<file path="src/rtl/flash_ctrl_pkg.sv">
// Shared NAND flash controller definitions: read sequencer state encoding,
// bad-block lookup result codes and low-level page read status codes.
package flash_ctrl_pkg;

  typedef enum logic [3:0] {
    RS_PWRUP   = 4'd0,
    RS_IDLE    = 4'd1,
    RS_START   = 4'd2,
    RS_CHKBAD  = 4'd3,
    RS_ISSUE   = 4'd4,
    RS_SKIPBLK = 4'd5,
    RS_WAIT    = 4'd6,
    RS_ADVANCE = 4'd7,
    RS_NEXTCHK = 4'd8,
    RS_DONE    = 4'd9,
    RS_RETRY   = 4'd10,
    RS_ERR     = 4'd11,
    RS_RELEASE = 4'd13
  } read_state_t;

  localparam logic [1:0] ROW_PENDING = 2'd0;
  localparam logic [1:0] ROW_GOOD    = 2'd1;
  localparam logic [1:0] ROW_BAD     = 2'd2;

  localparam logic [1:0] STAT_OK       = 2'd1;
  localparam logic [1:0] STAT_ECC_FAIL = 2'd2;

endpackage

</file>
<file path="src/rtl/read_flash_state_control.sv">
// Read sequencer for the NAND flash controller. Walks pages_left rows starting
// at the externally maintained row address, checks each new block against the
// bad-block lookup, skips bad blocks and reports done or a sticky failure.
// Optional ECC re-read support is built when READ_RETRY_EN is defined;
// otherwise an uncorrectable page goes straight to ERR.
//
// state   | meaning
// PWRUP   | post-reset, one cycle
// IDLE    | waiting for en_read
// START   | latch page count (unless returning from a block skip)
// CHKBAD  | wait one cycle for lookup, then act on good/bad/pending
// ISSUE   | rd_start pulse
// SKIPBLK | block_skip pulse, back to START keeping the count
// WAIT    | waiting for rd_done from the low-level FSM
// ADVANCE | addr_inc pulse, one page consumed
// NEXTCHK | block boundary crossed -> CHKBAD, else ISSUE
// DONE    | end_read pulse
// RETRY   | ECC failure handling
// ERR     | read_fail held until en_read drops
// RELEASE | one cycle before returning to IDLE
module read_flash_state_control
  import flash_ctrl_pkg::*;
#(
  parameter int PAGE_BITS = 7,
  parameter int MAX_RETRY = 2
) (
  input  logic        clk,
  input  logic        rst,
  input  logic        en_read,
  input  logic [7:0]  page_count,
  input  logic [23:0] read_addr_row,
  input  logic [1:0]  read_addr_row_error,
  input  logic        rd_done,
  input  logic [1:0]  read_status,
  output logic        rd_start,
  output logic        addr_inc,
  output logic        block_skip,
  output logic [3:0]  read_state,
  output logic        end_read,
  output logic        read_fail
);

  if (MAX_RETRY < 1 || MAX_RETRY > 3) begin : g_bad_max_retry
    $error("MAX_RETRY must be in 1..3");
  end

  read_state_t state, state_next;
  logic [7:0]  pages_left, pages_left_next;
  logic        wait_flag, wait_next;
  logic        skip_flag, skip_next;
  logic        unused_row;

`ifdef READ_RETRY_EN
  // One bit wider than MAX_RETRY so the count can exceed it without wrapping.
  logic [2:0]  retry_cnt, retry_next;
`endif

  // Only the page index within the block matters here.
  assign unused_row = ^read_addr_row[23:PAGE_BITS];
  assign read_state = state;

  // Next-state and internal counter logic.
  always_comb begin
    state_next      = state;
    pages_left_next = pages_left;
    wait_next       = wait_flag;
    skip_next       = skip_flag;
`ifdef READ_RETRY_EN
    retry_next      = retry_cnt;
`endif
    case (state)
      RS_PWRUP: state_next = RS_IDLE;
      RS_IDLE:  if (en_read) state_next = RS_START;
      RS_START: begin
        if (!skip_flag) pages_left_next = (page_count == 8'd0) ? 8'd1 : page_count;
        skip_next = 1'b0;
`ifdef READ_RETRY_EN
        retry_next = '0;
`endif
        state_next = RS_CHKBAD;
      end
      RS_CHKBAD: begin
        // Lookup trails the address by a clock: first cycle is always a wait.
        if (!wait_flag) begin
          wait_next = 1'b1;
        end else if (read_addr_row_error == ROW_GOOD) begin
          wait_next  = 1'b0;
          state_next = RS_ISSUE;
        end else if (read_addr_row_error == ROW_BAD) begin
          wait_next  = 1'b0;
          state_next = RS_SKIPBLK;
        end
      end
      RS_SKIPBLK: begin
        skip_next  = 1'b1;
        state_next = RS_START;
      end
      RS_ISSUE: state_next = RS_WAIT;
      RS_WAIT: begin
        if (rd_done && read_status == STAT_OK)            state_next = RS_ADVANCE;
        else if (rd_done && read_status == STAT_ECC_FAIL) state_next = RS_RETRY;
      end
      RS_ADVANCE: begin
        if (pages_left != 8'd0) pages_left_next = pages_left - 8'd1;
`ifdef READ_RETRY_EN
        retry_next = '0;
`endif
        state_next = (pages_left <= 8'd1) ? RS_DONE : RS_NEXTCHK;
      end
      RS_NEXTCHK: begin
        if (read_addr_row[PAGE_BITS-1:0] == '0) state_next = RS_CHKBAD;
        else                                    state_next = RS_ISSUE;
      end
      RS_RETRY: begin
`ifdef READ_RETRY_EN
        retry_next = retry_cnt + 3'd1;
        if (retry_next <= 3'(MAX_RETRY)) state_next = RS_ISSUE;
        else                             state_next = RS_ERR;
`else
        state_next = RS_ERR;
`endif
      end
      RS_ERR:     if (!en_read) state_next = RS_IDLE;
      RS_DONE:    state_next = RS_RELEASE;
      RS_RELEASE: state_next = RS_IDLE;
      default:    state_next = RS_PWRUP;
    endcase
  end

  // State and internal counters.
  always_ff @(posedge clk or posedge rst) begin
    if (rst) begin
      state      <= RS_PWRUP;
      pages_left <= 8'd0;
      wait_flag  <= 1'b0;
      skip_flag  <= 1'b0;
`ifdef READ_RETRY_EN
      retry_cnt  <= '0;
`endif
    end else begin
      state      <= state_next;
      pages_left <= pages_left_next;
      wait_flag  <= wait_next;
      skip_flag  <= skip_next;
`ifdef READ_RETRY_EN
      retry_cnt  <= retry_next;
`endif
    end
  end

  // Registered outputs decoded from the upcoming state so each pulse lines up with its state.
  always_ff @(posedge clk or posedge rst) begin
    if (rst) begin
      rd_start   <= 1'b0;
      addr_inc   <= 1'b0;
      block_skip <= 1'b0;
      end_read   <= 1'b0;
      read_fail  <= 1'b0;
    end else begin
      rd_start   <= (state_next == RS_ISSUE);
      addr_inc   <= (state_next == RS_ADVANCE);
      block_skip <= (state_next == RS_SKIPBLK);
      end_read   <= (state_next == RS_DONE);
      if (state == RS_IDLE && state_next == RS_START) read_fail <= 1'b0;
      else if (state_next == RS_ERR)                  read_fail <= 1'b1;
    end
  end

endmodule
</file>
<file path="config.mk">
export PLATFORM = sky130hd
export DESIGN_NAME = read_flash_state_control
export DESIGN_NICKNAME = d
export VERILOG_FILES = /design/src/rtl/flash_ctrl_pkg.sv /design/src/rtl/read_flash_state_control.sv
export SDC_FILE = /design/constraint.sdc
export NUM_CORES = 1
export LEC_CHECK = 0
export ABC_AREA = 1
export BUFFER_PORTS_ARGS = -buffer_cell sky130_fd_sc_hd__clkbuf_2
export CELL_PAD_IN_SITES_DETAIL_PLACEMENT = 1
export CELL_PAD_IN_SITES_GLOBAL_PLACEMENT = 1
export CORE_MARGIN = 4
export CORE_UTILIZATION = 33
export CTS_CLUSTER_SIZE = 40
export DETAILED_ROUTE_END_ITERATION = 8
export GPL_ROUTABILITY_DRIVEN = 0
export GPL_TIMING_DRIVEN = 0
export HOLD_SLACK_MARGIN = 0.08
export PLACE_DENSITY = 0.82
export REMOVE_ABC_BUFFERS = 1
export SETUP_SLACK_MARGIN = 0.02
export SLEW_MARGIN = 30
export SYNTH_ARGS = -nofsm -noshare
export SYNTH_HDL_FRONTEND = slang
export SYNTH_SLANG_ARGS = --single-unit
</file>
<file path="constraint.sdc">
create_clock -name clk -period 1.5 [get_ports clk]
set_input_delay 0.225 -clock clk [delete_from_list [all_inputs] [get_ports clk]]
set_output_delay 0.225 -clock clk [all_outputs]
set_load 0.05 [all_outputs]
</file>
==> flow_metrics.py, run 1 <==
metrics = {
    "outcome": {
        "status": "finished, violations left",
        "failed_checks": "setup timing",
    },
    "worst_setup_path": {
        "cp.arrival_ns": 1.70,
        "crit_required_ns": 1.70,
        "crit_type": "reg2reg",
        "critPathCaptureType": "flop",
        "path_cells": "inv_2, ha_4, inv_2, nand2_1, nand3_1, nor2_2, nor2_1, nand3_1, nand2_1, nor2_2",
        "cp_max_fo": 3,
        "cpPeakStageDelay_ns": 0.45,
        "crit_path_top_delay_cell": "dfrtp_2",
        "cp-start-kind": "flop",
    },
    "synthesis": {
        "ys_ff_latch": 19,
        "ys_warn_count": 0,
        "synthesis.area_mm2": 0.00140,
        "synth_cells": 218,
        "ys_types": 24,
        "syn_avg_cell_area_um2": 6.41,
        "yosysSeqAreaShare_pct": 34.1,
    },
    "clock_network": {
        "clockRootBuffer": "clkbuf_8",
        "numClockSinks": 19,
        "clk_pin_slew_ns": 0.08,
        "cts_buffers": 3,
        "htree_levels": 1,
        "clk_latency_ns": 0.26,
        "tritoncts": "done",
        "clockBufferDepth": 2,
    },
    "floorplanning": {
        "die_x_um": 73.1,
        "die_h_um": 73.1,
        "start_util_pct": 34.4,
        "ios": 49,
        "row_count": 23,
        "core_area_mm2": 0.00406,
        "die_area_mm2": 0.00534,
    },
    "timing": {
        "fmax_mhz": 666,
        "finClkSkew_ns": 0.00269,
        "worst_slack_ns": -0.00178,
        "setup_viol": 1,
        "holdWs_ns": 0.0811,
        "slew_headroom_pct": 47.7,
        "period_share_pct": 100,
        "rsz0062_at_grt": "yes",
        "hold_violations": 0,
        "post-route-min-period_ns": 1.50,
        "finalMaxSlewViolations": 0,
        "worstMarginPinSlew_ns": 0.783,
        "tns_ns": -0.00178,
    },
    "detailed_routing": {
        "drt-vias-per-instance": 4.82,
        "routedWlPerCell_um": 13.8,
        "wl_um": 4430,
        "dr.pass1.iters": 4,
        "dr.first_iter.drc_count": 56,
        "dr_wl_met3_um": 158,
        "ant_nets": 0,
        "routedLengthMet1_um": 1860,
        "num_vias": 1551,
        "routed.top_layer": "met4",
        "drc": 0,
        "wl_met2_um": 2350,
    },
    "global_routing": {
        "antenna_found_initial": 0,
        "grt_max_degree": 20,
        "grt_pass1_vias": 1517,
        "grt_pass1_wl_um": 6780,
        "grt_util_all_layers_pct": 16.2,
        "overflow": 0,
    },
    "min_path": {
        "hold_class": "in2async",
    },
    "final_layout": {
        "drive_gt1_share_pct": 37.1,
        "stdcell_count": 322,
        "final_cell_mix": "nand2_1, clkbuf_2, inv_1, nor2_1, buf_4",
        "syn_to_final_growth_pct": 40.4,
        "n_antenna_cell": 0,
        "final_design_area_no_fill_mm2": 0.00196,
        "final_common_cell": "nand2_1",
        "utilization_pct": 48.3,
        "nNetsFinal": 318,
    },
    "power": {
        "p_total_mw": 4.34,
        "cellPowerDensity_mw_per_mm2": 2210,
        "ir_drop_uv": 1140,
        "p_leak_nw": 1.08,
    },
    "placed_design": {
        "dp_hpwl_um": 2920,
        "io_buffers": 31,
        "placedCellCount": 295,
        "place_area_mm2": 0.00157,
        "dp_slack_ns": -0.427,
    },
    "job": {
        "cap_viol_max_count": 0,
    },
}
## area by class of cell
| type | instances | area, um2 |
|---|---|---|
| clock buffer | 3 | 41.3 |
| inverter | 33 | 136 |
| multi-input combinational | 162 | 878 |
| sequential | 19 | 482 |
| fill | 542 | 2100 |
| tap | 50 | 62.6 |
| clock inverter | 1 | 5.00 |
| timing repair buffer | 54 | 355 |
## sequential cells by signal, summed over array words and instances, names as in the netlist
name and flops:
pages_left 8, read_state 4, addr_inc 1, block_skip 1
end_read 1, rd_start 1, read_fail 1, skip_flag 1
wait_flag 1
## repair_timing
item                                    4_1_cts  5_1_grt
pin swaps                                     2       19
gates resized for setup                      14       42
endpoints found under the setup margin       10       13
hold buffers                                  0        0
buffers inserted                             11       12
## kinds of logic after synthesis
kind of cell               share of synthesized area (%)
and+or+nand+nor                                     39.6
buffers and inverters                               11.9
DFF                                                 34.1
AOI/OAI and AO/OA                                   7.35
adders and majority gates                           4.48
xor gates and xnor gates                            1.88
muxes                                              0.717
## final timing paths
kind | startpoint | end | slack, ns | depth (start not counted)
worst max-delay path | pages_left[0]$_DFFE_PP0P_ | block_skip$_DFF_PP0_ | -0.002 | 10
worst min-delay path | rst | rd_start$_DFF_PP0_ | 0.08 | 2
worst max register to register | pages_left[0]$_DFFE_PP0P_ | block_skip$_DFF_PP0_ | -0.002 | 10
worst min register to register | read_fail$_DFFE_PP0P_ | read_fail$_DFFE_PP0P_ | 0.50 | 2
max in group asynchronous | rst | pages_left[0]$_DFFE_PP0P_ | 0.88 | 2
min in group clk | page_count[4] | pages_left[4]$_DFFE_PP0P_ | 0.26 | 3
## layer usage
| layer | vias to the layer above | track usage [%] |
|---|---|---|
| li1 | 781 | - |
| met1 | 730 | 19.1 |
| met2 | 32 | 29.9 |
| met3 | 8 | 3.72 |
| met4 | 0 | 2.46 |
| met5 | - | 0 |
## worst max-delay path, delay by kind of cell (launching register included)
| family | cells | cell delay (ns) |
|---|---|---|
| AND/OR/NAND/NOR | 7 | 0.71 |
| buffers and inverters | 2 | 0.14 |
| flip-flops | 1 | 0.45 |
| adder cells (fa/ha/maj) | 1 | 0.15 |
## power by group
| group | switching [mW] | total (mW) | internal (mW) |
|---|---|---|---|
| Combinational | 1.81 | 2.97 | 1.16 |
| Sequential | 0.252 | 0.991 | 0.739 |
| Clock | 0.186 | 0.371 | 0.185 |
| Total | 2.25 | 4.34 | 2.09 |
## synth_stat cells
cell type,instances,area (um2)
buf_4,1,7.51
nor3_1,3,15.0
nor2_2,2,12.5
dfrtp_1,19,475
xnor2_1,1,8.76
o21ai_1,1,5.00
ha_1,5,62.6
inv_2,2,7.51
nand3b_1,2,15.0
a21oi_1,6,30.0
nand3_1,13,65.1
buf_6,3,33.8
o211ai_1,1,7.51
nand2_2,3,18.8
inv_1,30,113
o22ai_1,2,12.5
o21ai_0,6,30.0
nor2_1,35,131
xor2_1,2,17.5
clkinv_2,1,5.00
mux2i_1,1,10.0
nand2_1,76,285
nand3_2,1,10.0
o21ai_2,2,17.5
Note: power is estimated with default switching activity, not from simulation.
==> inputs of run 2 (changes only) <==
Settings changed: ABC_AREA 1 to 0, CORE_UTILIZATION 33 to 35, PLACE_DENSITY 0.82 to 0.83.
==> run 2 against run 1 <==
The run still ends with setup timing left. Synthesized area down 9.0%. Global-route usage up 2.4 points. Worst setup slack worse by 0.32 ns. Critical path type unchanged. Critical endpoint is now pages_left[1]$_DFFE_PP0P_. Largest cell class unchanged. Largest power group unchanged.
==> flow_metrics.py, run 2 <==
metrics = {
    "power": {
        "cellPowerDensity_mw_per_mm2": 1960,
        "ir_drop_uv": 916,
        "p_leak_nw": 0.841,
    },
    "job": {
        "cap_viol_max_count": 0,
    },
    "synthesis": {
        "synth_area_leader_cell": "dfrtp_1",
        "yosysTopAreaCellShare_pct": 37.4,
        "synth_area_leaders": "dfrtp_1, nor2_1, ha_1, a21oi_1, o22a_1",
        "synthesis.area_mm2": 0.00127,
        "ys_async_sr_fraction_pct": 100,
        "synth-main-ff-cell": "dfrtp_1",
        "synth_cells": 145,
        "ys_ff_latch": 19,
        "ys_types": 47,
        "syn_avg_cell_area_um2": 8.77,
        "post-synth-top-count-cell": "dfrtp_1",
        "yosysSeqAreaShare_pct": 37.4,
        "synth-edff-count": 0,
        "ys_warn_count": 0,
        "ys_top_cells_by_count": "dfrtp_1, nor2_1, a21oi_1",
    },
    "timing": {
        "slew_headroom_pct": 49.4,
        "fmax_mhz": 550,
        "worstMarginPinSlew_ns": 0.758,
        "post-route-min-period_ns": 1.82,
        "hold_violations": 0,
        "setup_viol": 14,
        "rsz0062_at_grt": "yes",
        "holdWs_ns": 0.245,
        "finClkSkew_ns": 0.0134,
        "finalMaxSlewViolations": 0,
        "period_share_pct": 121,
        "worst_slack_ns": -0.317,
    },
    "final_layout": {
        "largest_reg_flops": 8,
        "drive_gt1_share_pct": 49.0,
        "top_register": "pages_left",
        "syn_to_final_growth_pct": 47.5,
        "utilization_pct": 54.9,
        "final_common_cell": "clkbuf_2",
        "nNetsFinal": 242,
        "nFillCells": 394,
        "final_cell_mix": "clkbuf_2, buf_4, nor2_1, dfrtp_1, a21oi_1",
        "n_antenna_cell": 0,
    },
    "min_path": {
        "timing.hold.worst.start": "page_count[0]",
        "hold_class": "in2reg",
        "min_delay_worst_endpoint": "pages_left[0]$_DFFE_PP0P_",
        "whs_path_depth": 3,
    },
    "clock_network": {
        "numClockSinks": 19,
        "htree_levels": 1,
        "clk_latency_ns": 0.31,
        "clk_pin_slew_ns": 0.12,
        "clockBufferDepth": 2,
        "cts_buffers": 3,
        "tritoncts": "done",
        "clockRootBuffer": "clkbuf_4",
    },
    "global_routing": {
        "grt_max_degree": 20,
        "grt_util_all_layers_pct": 18.5,
        "overflow": 0,
        "grt_pass1_vias": 1440,
        "grt_pass1_wl_um": 6540,
        "antenna_found_initial": 0,
    },
    "detailed_routing": {
        "routedWlPerCell_um": 21.3,
        "dr.pass1.iters": 4,
        "wl_um": 5150,
        "dr.first_iter.drc_count": 96,
        "ant_nets": 0,
        "drt-vias-per-instance": 5.91,
        "drc": 0,
        "num_vias": 1430,
    },
    "worst_setup_path": {
        "cp-start-kind": "flop",
        "crit_required_ns": 1.72,
        "reg2reg_from": "read_state[2]$_DFF_PP0_",
        "cp.arrival_ns": 2.03,
        "reg2reg_to": "pages_left[1]$_DFFE_PP0P_",
        "r2r_slack_ns": -0.32,
        "reg2reg_depth": 4,
        "cp_max_fo": 8,
        "critPathCaptureType": "flop",
        "crit_type": "reg2reg",
    },
    "placed_design": {
        "dp_hpwl_um": 2550,
        "io_buffers": 31,
    },
    "floorplanning": {
        "ios": 49,
        "die_area_mm2": 0.00466,
        "die_h_um": 68.3,
        "die_x_um": 68.3,
        "row_count": 21,
        "core_area_mm2": 0.00342,
        "start_util_pct": 37.2,
    },
    "outcome": {
        "status": "finished, violations left",
        "failed_checks": "setup timing",
    },
}
## run 2: layer usage
layer	up-vias	global-route usage (%)	share of wire [%]
met3	12	3.94	3.8
met2	45	33.7	52
met5	-	0	0
li1	650	-	-
met4	0	7.94	2.8
met1	723	20.6	42
## run 2: worst max-delay path by stage
stage | endpoint | depth (start not counted) | start | slack [ns]
2_1_floorplan | pages_left[1]$_DFFE_PP0P_ | 4 | read_state[1]$_DFF_PP0_ | -0.76
3_3_place_gp | pages_left[1]$_DFFE_PP0P_ | 4 | read_state[0]$_DFF_PP0_ | -0.72
3_5_place_dp | pages_left[1]$_DFFE_PP0P_ | 4 | read_state[0]$_DFF_PP0_ | -0.79
4_1_cts | pages_left[1]$_DFFE_PP0P_ | 4 | read_state[3]$_DFF_PP0_ | -0.33
5_1_grt | pages_left[1]$_DFFE_PP0P_ | 4 | read_state[2]$_DFF_PP0_ | -0.34
6_report | pages_left[1]$_DFFE_PP0P_ | 4 | read_state[2]$_DFF_PP0_ | -0.32
## run 2: cell families after synthesis
kind of cell | share of synthesized area, %
flops | 37.4
simple gates | 23.5
buf+inv | 5.71
mux | 2.76
fa+ha+maj | 4.92
compound gates | 25.7
## run 2: metrics by stage
step / setup slack [ns] / TNS, ns / area (um2) / power [mW] / cells
6_report: -0.317 / -2.80 / 1880 / 3.68 / 242
5_1_grt: -0.339 / -3.53 / 1880 / 3.88 / 242
4_1_cts: -0.329 / -2.61 / 1610 / 2.91 / 227
3_5_place_dp: -0.786 / -7.58 / 1440 / 2.37 / 213
3_3_place_gp: -0.724 / -6.70 / 1440 / 2.28 / 213
2_1_floorplan: -0.756 / -7.36 / 1230 / 1.99 / 136
## run 2: power by group
group | internal (mW) | total [mW] | switching (mW)
Combinational | 1.08 | 2.36 | 1.27
Sequential | 0.733 | 1.04 | 0.311
Clock | 0.0997 | 0.278 | 0.178
## run 2: layout make-up
class / count / area (um2) / area share [%]
timing repair buffer: 56 / 395 / 21.1
sequential: 19 / 483 / 25.8
tap: 46 / 57.6 / 3.07
clock buffer: 3 / 22.5 / 1.20
multi-input combinational: 109 / 878 / 46.8
clock inverter: 1 / 5.00 / 0.267
inverter: 8 / 33.8 / 1.80
## run 2: critical path, cell delays in order (launching register included)
cell and delay (ns):
dfrtp_2 0.47, or3b_4 0.38, or3_4 0.37, and2_4 0.22, mux2_4 0.30
## run 2: repair_timing
item | CTS | global route
endpoints found under the hold margin | 19 | 0
setup buffers | 9 | 16
resized for setup | 20 | 39
pin swaps | 4 | 11
setup endpoints to repair | 18 | 17
hold buffers | 1 | 0
